## src/rtl/dmem_arbiter_pkg.sv

```systemverilog
// Shared types and constants for the two-master data-memory arbiter.
package dmem_arbiter_pkg;

   typedef enum logic [1:0] {
      IDLE  = 2'd0,
      ISSUE = 2'd1,
      RESP  = 2'd2
   } arb_state_t;

   localparam logic M0 = 1'b0;
   localparam logic M1 = 1'b1;

   localparam int DEF_DATA_W    = 32;
   localparam int DEF_ADDR_W    = 32;
   localparam int DEF_MAX_BURST = 8;

   // Wide enough for the largest allowed burst length (255).
   localparam int BURST_CNT_W = 8;

endpackage

```

## src/rtl/rr_arb2.sv

```systemverilog
// Combinational two-way winner select: round-robin or fixed priority (m0 first).
module rr_arb2
   import dmem_arbiter_pkg::*;
(
   input  logic [1:0] req,
   input  logic       last_owner,
   input  logic       rr_mode,
   output logic       grant
);

   // On contention, give the slot to whoever did not own last time (or m0 when fixed).
   always_comb begin
      grant = M0;
      if (req[0] && req[1]) begin
         grant = rr_mode ? ~last_owner : M0;
      end else if (req[1]) begin
         grant = M1;
      end
   end

endmodule

```

## src/rtl/dmem_arbiter.sv

```systemverilog
// Arbitrates a single-port data memory between a CPU port (m0) and a loader (m1),
// with optional locked bursts bounded by MAX_BURST.
module dmem_arbiter
   import dmem_arbiter_pkg::*;
#(
   parameter int DATA_W    = DEF_DATA_W,
   parameter int ADDR_W    = DEF_ADDR_W,
   parameter int MAX_BURST = DEF_MAX_BURST,
   parameter int RR_MODE   = 1
)(
   input  logic              clk,
   input  logic              Reset,
   input  logic              m0_req,
   input  logic              m1_req,
   input  logic              m0_wr,
   input  logic              m1_wr,
   input  logic              m0_lock,
   input  logic              m1_lock,
   input  logic [ADDR_W-1:0] m0_addr,
   input  logic [ADDR_W-1:0] m1_addr,
   input  logic [DATA_W-1:0] m0_wdata,
   input  logic [DATA_W-1:0] m1_wdata,
   output logic              m0_gnt,
   output logic              m1_gnt,
   output logic              m0_done,
   output logic              m1_done,
   output logic [DATA_W-1:0] m0_rdata,
   output logic [DATA_W-1:0] m1_rdata,
   output logic [ADDR_W-1:0] DAddr,
   output logic [DATA_W-1:0] DataIn,
   output logic              RD,
   output logic              WR,
   input  logic [DATA_W-1:0] DataOut
);

   localparam logic [BURST_CNT_W-1:0] BURST_LIMIT = BURST_CNT_W'(MAX_BURST);
   localparam logic                   RR_EN       = (RR_MODE != 0);

   arb_state_t              state;
   arb_state_t              next_state;
   logic                    owner;
   logic                    last_owner;
   logic                    winner;
   logic                    lat_wr;
   logic                    lat_lock;
   logic [ADDR_W-1:0]       lat_addr;
   logic [DATA_W-1:0]       lat_wdata;
   logic [BURST_CNT_W-1:0]  burst_cnt;

   logic                    any_req;
   logic                    owner_req;
   logic                    burst_go;
   logic                    load_src;
   logic                    src_wr;
   logic                    src_lock;
   logic [ADDR_W-1:0]       src_addr;
   logic [DATA_W-1:0]       src_wdata;

   assign any_req   = m0_req | m1_req;
   assign owner_req = (owner == M1) ? m1_req : m0_req;
   assign burst_go  = lat_lock & owner_req & (burst_cnt < BURST_LIMIT);

   // A new ownership loads from the winner; a burst continuation reloads from the owner.
   assign load_src  = (state == IDLE) ? winner : owner;
   assign src_wr    = load_src ? m1_wr    : m0_wr;
   assign src_lock  = load_src ? m1_lock  : m0_lock;
   assign src_addr  = load_src ? m1_addr  : m0_addr;
   assign src_wdata = load_src ? m1_wdata : m0_wdata;

   assign DAddr  = lat_addr;
   assign DataIn = lat_wdata;

   rr_arb2 u_arb (
      .req        ({m1_req, m0_req}),
      .last_owner (last_owner),
      .rr_mode    (RR_EN),
      .grant      (winner)
   );

   // State register; reset drops any in-flight access back to IDLE.
   always_ff @(posedge clk) begin
      if (!Reset) begin
         state <= IDLE;
      end else begin
         state <= next_state;
      end
   end

   // Sequencing: IDLE samples requests, ISSUE lasts one cycle, RESP either bursts or releases.
   always_comb begin
      next_state = state;
      case (state)
         IDLE:    next_state = any_req ? ISSUE : IDLE;
         ISSUE:   next_state = RESP;
         RESP:    next_state = burst_go ? ISSUE : IDLE;
         default: next_state = IDLE;
      endcase
   end

   // Request latching, ownership tracking, burst counting and read-data capture.
   always_ff @(posedge clk) begin
      if (!Reset) begin
         owner      <= M0;
         last_owner <= M1;
         lat_wr     <= 1'b0;
         lat_lock   <= 1'b0;
         lat_addr   <= '0;
         lat_wdata  <= '0;
         burst_cnt  <= '0;
         m0_rdata   <= '0;
         m1_rdata   <= '0;
      end else begin
         case (state)
            IDLE: begin
               if (any_req) begin
                  owner      <= winner;
                  last_owner <= winner;
                  lat_wr     <= src_wr;
                  lat_lock   <= src_lock;
                  lat_addr   <= src_addr;
                  lat_wdata  <= src_wdata;
                  burst_cnt  <= BURST_CNT_W'(1);
               end
            end
            ISSUE: begin
               if (!lat_wr) begin
                  if (owner == M1) begin
                     m1_rdata <= DataOut;
                  end else begin
                     m0_rdata <= DataOut;
                  end
               end
            end
            RESP: begin
               if (burst_go) begin
                  lat_wr    <= src_wr;
                  lat_lock  <= src_lock;
                  lat_addr  <= src_addr;
                  lat_wdata <= src_wdata;
                  burst_cnt <= burst_cnt + 1'b1;
               end else begin
                  burst_cnt <= '0;
               end
            end
            default: begin
               burst_cnt <= '0;
            end
         endcase
      end
   end

   // Strobes: memory command and grant during ISSUE, owner's done during RESP.
   always_comb begin
      RD      = 1'b0;
      WR      = 1'b0;
      m0_gnt  = 1'b0;
      m1_gnt  = 1'b0;
      m0_done = 1'b0;
      m1_done = 1'b0;
      if (state == ISSUE) begin
         RD     = ~lat_wr;
         WR     = lat_wr;
         m0_gnt = (owner == M0);
         m1_gnt = (owner == M1);
      end else if (state == RESP) begin
         m0_done = (owner == M0);
         m1_done = (owner == M1);
      end
   end

endmodule
```

## config.mk

```make
export PLATFORM = sky130hd
export DESIGN_NAME = dmem_arbiter
export DESIGN_NICKNAME = d
export VERILOG_FILES = /design/src/rtl/dmem_arbiter_pkg.sv /design/src/rtl/rr_arb2.sv /design/src/rtl/dmem_arbiter.sv
export SDC_FILE = /design/constraint.sdc
export NUM_CORES = 1
export LEC_CHECK = 0
export ABC_AREA = 1
export BUFFER_PORTS_ARGS = -buffer_cell sky130_fd_sc_hd__clkbuf_2
export CELL_PAD_IN_SITES_DETAIL_PLACEMENT = 1
export CELL_PAD_IN_SITES_GLOBAL_PLACEMENT = 1
export CORE_MARGIN = 2
export CORE_UTILIZATION = 32
export CTS_BUF_LIST = sky130_fd_sc_hd__clkbuf_8 sky130_fd_sc_hd__clkbuf_16
export CTS_CLUSTER_SIZE = 20
export DETAILED_ROUTE_END_ITERATION = 10
export MAX_ROUTING_LAYER = met4
export PLACE_DENSITY = 0.81
export SLEW_MARGIN = 30
export SYNTH_ARGS = -nofsm -noshare
export SYNTH_HDL_FRONTEND = slang
export SYNTH_SLANG_ARGS = --single-unit
```

## constraint.sdc

```tcl
create_clock -name clk -period 1.65 [get_ports clk]
set_input_delay 0.33 -clock clk [delete_from_list [all_inputs] [get_ports clk]]
set_output_delay 0.33 -clock clk [all_outputs]
set_load 0.1 [all_outputs]
```

# [After elaboration in Yosys (flattened, before gate mapping)]
# Cells that the tools add are included.
[classes] mux=34 n_bitwise=7 reduce_logical=8 magnitude_cmp=1 n_eq_ne=4 addsub=1
[ops] op="$mux 32" n=6
[ops] op="$pmux 32 s2" n=2
[ops] op="$pmux 8 s3" n=1
[ops] op="$mux 1" n=20
[ops] op="$mux 8" n=2
[ops] op="$reduce_and 3->1" n=3
[ops] op="$add 8x1->8 const B" n=1
[ops] op="$lt 8x4->1 const B" n=1
[ops] op="$pmux 2 s3" n=1
[ops] op="$ne 2x2->1 const B" n=2
[ops] op="$not 1->1" n=4
[ops] op="$pmux 1 s2" n=2
[ops] op="$reduce_and 2->1" n=2
[ops] op="$and 1x1->1" n=2
[ops] op="$eq 2x1->1 const B" n=1
[ops] op="$eq 2x2->1 const B" n=1
[ops] op="$logic_not 2->1" n=1
[ops] op="$reduce_bool 2->1" n=1
[ops] op="$logic_and 1x1->1" n=1
[ops] op="$or 1x1->1" n=1
[word_totals] regBits=142

# [Longest topological paths before layout]
[logic_depth] ltp_word=6 mapped_depth=9 ltp_nobuf=8

# [Cells and area by module]
# A second synthesis with hierarchy kept.
[hier_totals] hier_cells=1036 area_unflattened_um2=6726.5
[by_module_without_submodules] mod="dmem_arbiter" seq_area_each_um2=2842.7 n_inst=1 cells_per_inst=1029 area_each_um2=6692.7
[by_module_without_submodules] mod="rr_arb2" seq_area_each_um2=0.0 n_inst=1 cells_per_inst=7 area_each_um2=33.8

# [Worst setup path before layout]
# OpenSTA, ideal clock, no wires.
[synth_path] kind="register -> output" start="register owner" end="output m1_done" path_slack_ps=-488 path_buffers=1 arrival_time_ps=1808 path_stages_with_launch=4 path_cell_list="dfxtp_1 > buf_2 > inv_1 > nor2_1"
[synth_between] elab_chain_len=2
[synth_lines] element="start, declared" line_no="dmem_arbiter.sv:41" rtl="logic owner;"
[synth_lines] element="start signal, assigned" line_no="dmem_arbiter.sv:116" rtl="owner <= winner;"
[synth_lines] element="$mux 1" line_no="dmem_arbiter.sv:165" rtl="end else if (state == RESP) begin"
[synth_lines] element="$mux 1" line_no="dmem_arbiter.sv:160" rtl="if (state == ISSUE) begin"
[synth_lines] element="end, declared" line_no="dmem_arbiter.sv:26" rtl="output logic m1_done,"
# No other way between the ends.

# [Worst setup path in the final report]
[layout_path] start="register state[1]" end="output m1_gnt"
[layout_between] elab_chain_len=2
[layout_lines] element="start, declared" line_no="dmem_arbiter.sv:39" rtl="arb_state_t state;"
[layout_lines] element="start signal, assigned" line_no="dmem_arbiter.sv:85" rtl="state <= next_state;"
[layout_lines] element="$eq 2x1->1" line_no="dmem_arbiter.sv:160"
[layout_lines] element="$mux 1" line_no="dmem_arbiter.sv:160"
[layout_lines] element="end, declared" line_no="dmem_arbiter.sv:24" rtl="output logic m1_gnt,"
# No other way between the ends.

==> flow_summary.yaml <==
power:
  clkPwrFrac_pct: 33.7
  swShare_pct: 41.0
  intPower_mw: 7.32
  power.switching_mw: 5.09
  p_leak_nw: 4.61
  peakVddDrop_v: 0.000602
  fin_total_pwr_mw: 12.4
  comb_power_share_pct: 34.5
  seq_power_share_pct: 31.8
  p_per_area_mw_per_mm2: 1380
placement:
  place_inst: 1418
  gp_congestion: 0.812
  place_ws_ns: 0.127
  dp_hpwl_um: 17700
  port_buffers: 301
  place_area_sq_mm: 0.00835
critical_path:
  worstSetupPathType: "register to output port"
  path_buf_inv: 2
  cp_cell_sequence: "inv_4 -> nand2_4 -> nor2_2 -> buf_12"
  r2r-start: "state[1]"
  start_kind: "register"
  arrival_ns: 1.29
  reg2regPathDepth: 8
  endpoint_kind: "output port"
  reg2reg_to: "DAddr[10]"
  r2r_slack_ns: 0.17
  worstPathRequired_ns: 1.32
  cp_slowest_stage_delay_ns: 0.36
  slowest_stage: "dfxtp_4"
  cp_top_family: "flip-flops"
  critPathMaxFanout: 5
sta:
  worst_pin_slew_ns: 0.598
  setup_viol: 0
  fin_hold_ws_ns: 0.174
  fin_crit_sh_pct: 98.0
  period_needed_ns: 1.62
  fin_tns_setup_ns: 0
  hold_viol: 0
  slew_violations: 0
  rsz0062_at_grt: "true"
  worst_slack_ns: 0.0330
  slew_headroom_pct: 60.3
  fin_skew_ns: 0.0116
  fmax_mhz: 618
global_route:
  grt_usage_pct: 23.3
  grt.overflow.total: 0
  grt_pass1_vias: 7420
  grt_pass1_wl_um: 38800
  antenna_found_initial: 0
  grt_max_degree: 70
route:
  wirelength_um: 24200
  firstDrtPassIters: 4
  drt_iter0_markers: 245
  post_drt_via_cell_ratio: 5.09
  drtAntennaViolNets: 0
  drc: 0
  vias: 7373
  wire_per_inst_um: 16.7
synth:
  yosys_warnings: 0
  ys.flop_type: "dfxtp_1"
  synthCells: 903
  synth-seq-area-share_pct: 44.3
  syn_nets: 1072
  synth_area_per_cell_sq_um: 7.10
  synth_area_sq_mm: 0.00641
  ys_ff_latch: 142
  ys_types: 25
  ys_async_sr_fraction_pct: 0
  synth_edf_count: 0
finish:
  drive_gt1_share_pct: 33.1
  fin_util_pct: 45.9
  diodes: 0
  syn_to_final_growth_pct: 40.2
  final_common_cell: "clkbuf_2"
  final_area_sq_mm: 0.00899
  final_cell_mix: "294 x clkbuf_2, 202 x nand3_1, 157 x nand2_1, 138 x dfxtp_1, 137 x nor2_1"
  finalNetCount: 1341
  instances_no_fill: 1448
clocking:
  cts_max_level: 4
  post_cts_buffers: 0
  max-clock-path-buffers: 2
  cts_hold_buf: 0
  clk_latency_ns: 0.42
  cts_num_sinks: 142
  cts_buffers: 17
  clk_pin_slew_ns: 0.06
  cts_root_buffer: "clkbuf_16"
  tritoncts: "built"
floorplanning:
  initial_core_util_pct: 32.7
  die_w_um: 146
  die_area_sq_mm: 0.0212
  die_y_um: 146
  ios: 302
  core_area_sq_mm: 0.0196
  rows: 51
hold_path:
  hold_class: "input port to register"
  hp-start: "DataOut[29]"
  min_to: "m1_rdata[29]"
  whs_path_depth: 3
run:
  maxCapViolations: 0
status:
  status: "completed"
## per-layer routing
layer  share of wire, %  global-route usage, %  vias up
li1                   -                      -     3597
met1                 43                   27.7     3491
met2                 49                   39.1      257
met3                7.1                   6.21       28
met4                1.4                   5.83        0
met5                  0                      -        -
## cell families after synthesis
logic type	Yosys count	synth area share [%]
and+or+nand+nor	586	41.8
DFF	142	44.3
buffers and inverters	103	8.10
AOI/OAI and AO/OA	71	5.58
adders and majority gates	1	0.195
## power groups by stage
stage	registers [mW]	logic [mW]	clock network (mW)
after global placement	4.00	4.26	0
after detailed placement	4.02	4.30	0
after floorplan	6.11	1.21	0
final	3.95	4.28	4.18
after global routing	3.98	4.53	4.44
after CTS	3.95	4.32	4.27
## worst max-delay path by stage
stage | startpoint | end | depth (start not counted)
floorplan | owner | m1_done | 3
global placement | m0_req | lat_wr | 10
detailed placement | owner | m0_rdata[14] | 7
CTS | state[1] | m1_gnt | 4
global route | state[1] | m1_gnt | 4
finish | state[1] | m1_gnt | 4
## synthesized netlist by cell type, types with 7 or more instances
| cell | instances | area share [%] |
|---|---|---|
| nor2_1 | 141 | 8.3 |
| clkbuf_1 | 31 | 1.8 |
| buf_2 | 25 | 2.0 |
| buf_1 | 7 | 0.41 |
| nand3_1 | 202 | 16 |
| nand4_1 | 66 | 6.4 |
| o21ai_1 | 28 | 2.2 |
| o21ai_0 | 39 | 3.0 |
| buf_4 | 12 | 1.4 |
| dfxtp_1 | 142 | 44 |
| buf_6 | 7 | 1.2 |
| nand2_1 | 160 | 9.4 |
| inv_1 | 13 | 0.76 |
## flip-flops by register name, indices dropped and copies added, names as in the netlist
register	count
DAddr	32
DataIn	32
m0_rdata	32
m1_rdata	32
burst_cnt	8
state	2
last_owner	1
lat_lock	1
lat_wr	1
owner	1
## timing repair
item                                    in CTS  in global routing
endpoints found under the setup margin       4                  6
resized for setup                            3                  0
pin swaps                                    0                  2
cloned                                       0                  0
## tightest hold or removal path, stage by stage
cell      delay [ns]
clkbuf_2        0.09
o21ai_1         0.06
nor2_1          0.07
## layout make-up
type                            instances  area, sq um
Tap cell                              265          332
Timing Repair Buffer                  335         2020
Sequential cell                       142         2850
Fill cell                            2509        10600
Multi-Input combinational cell        658         3080
Clock buffer                           18          439
Inverter                               18         70.1
Clock inverter                         12          195
Note: power is estimated with default switching activity, not from simulation.
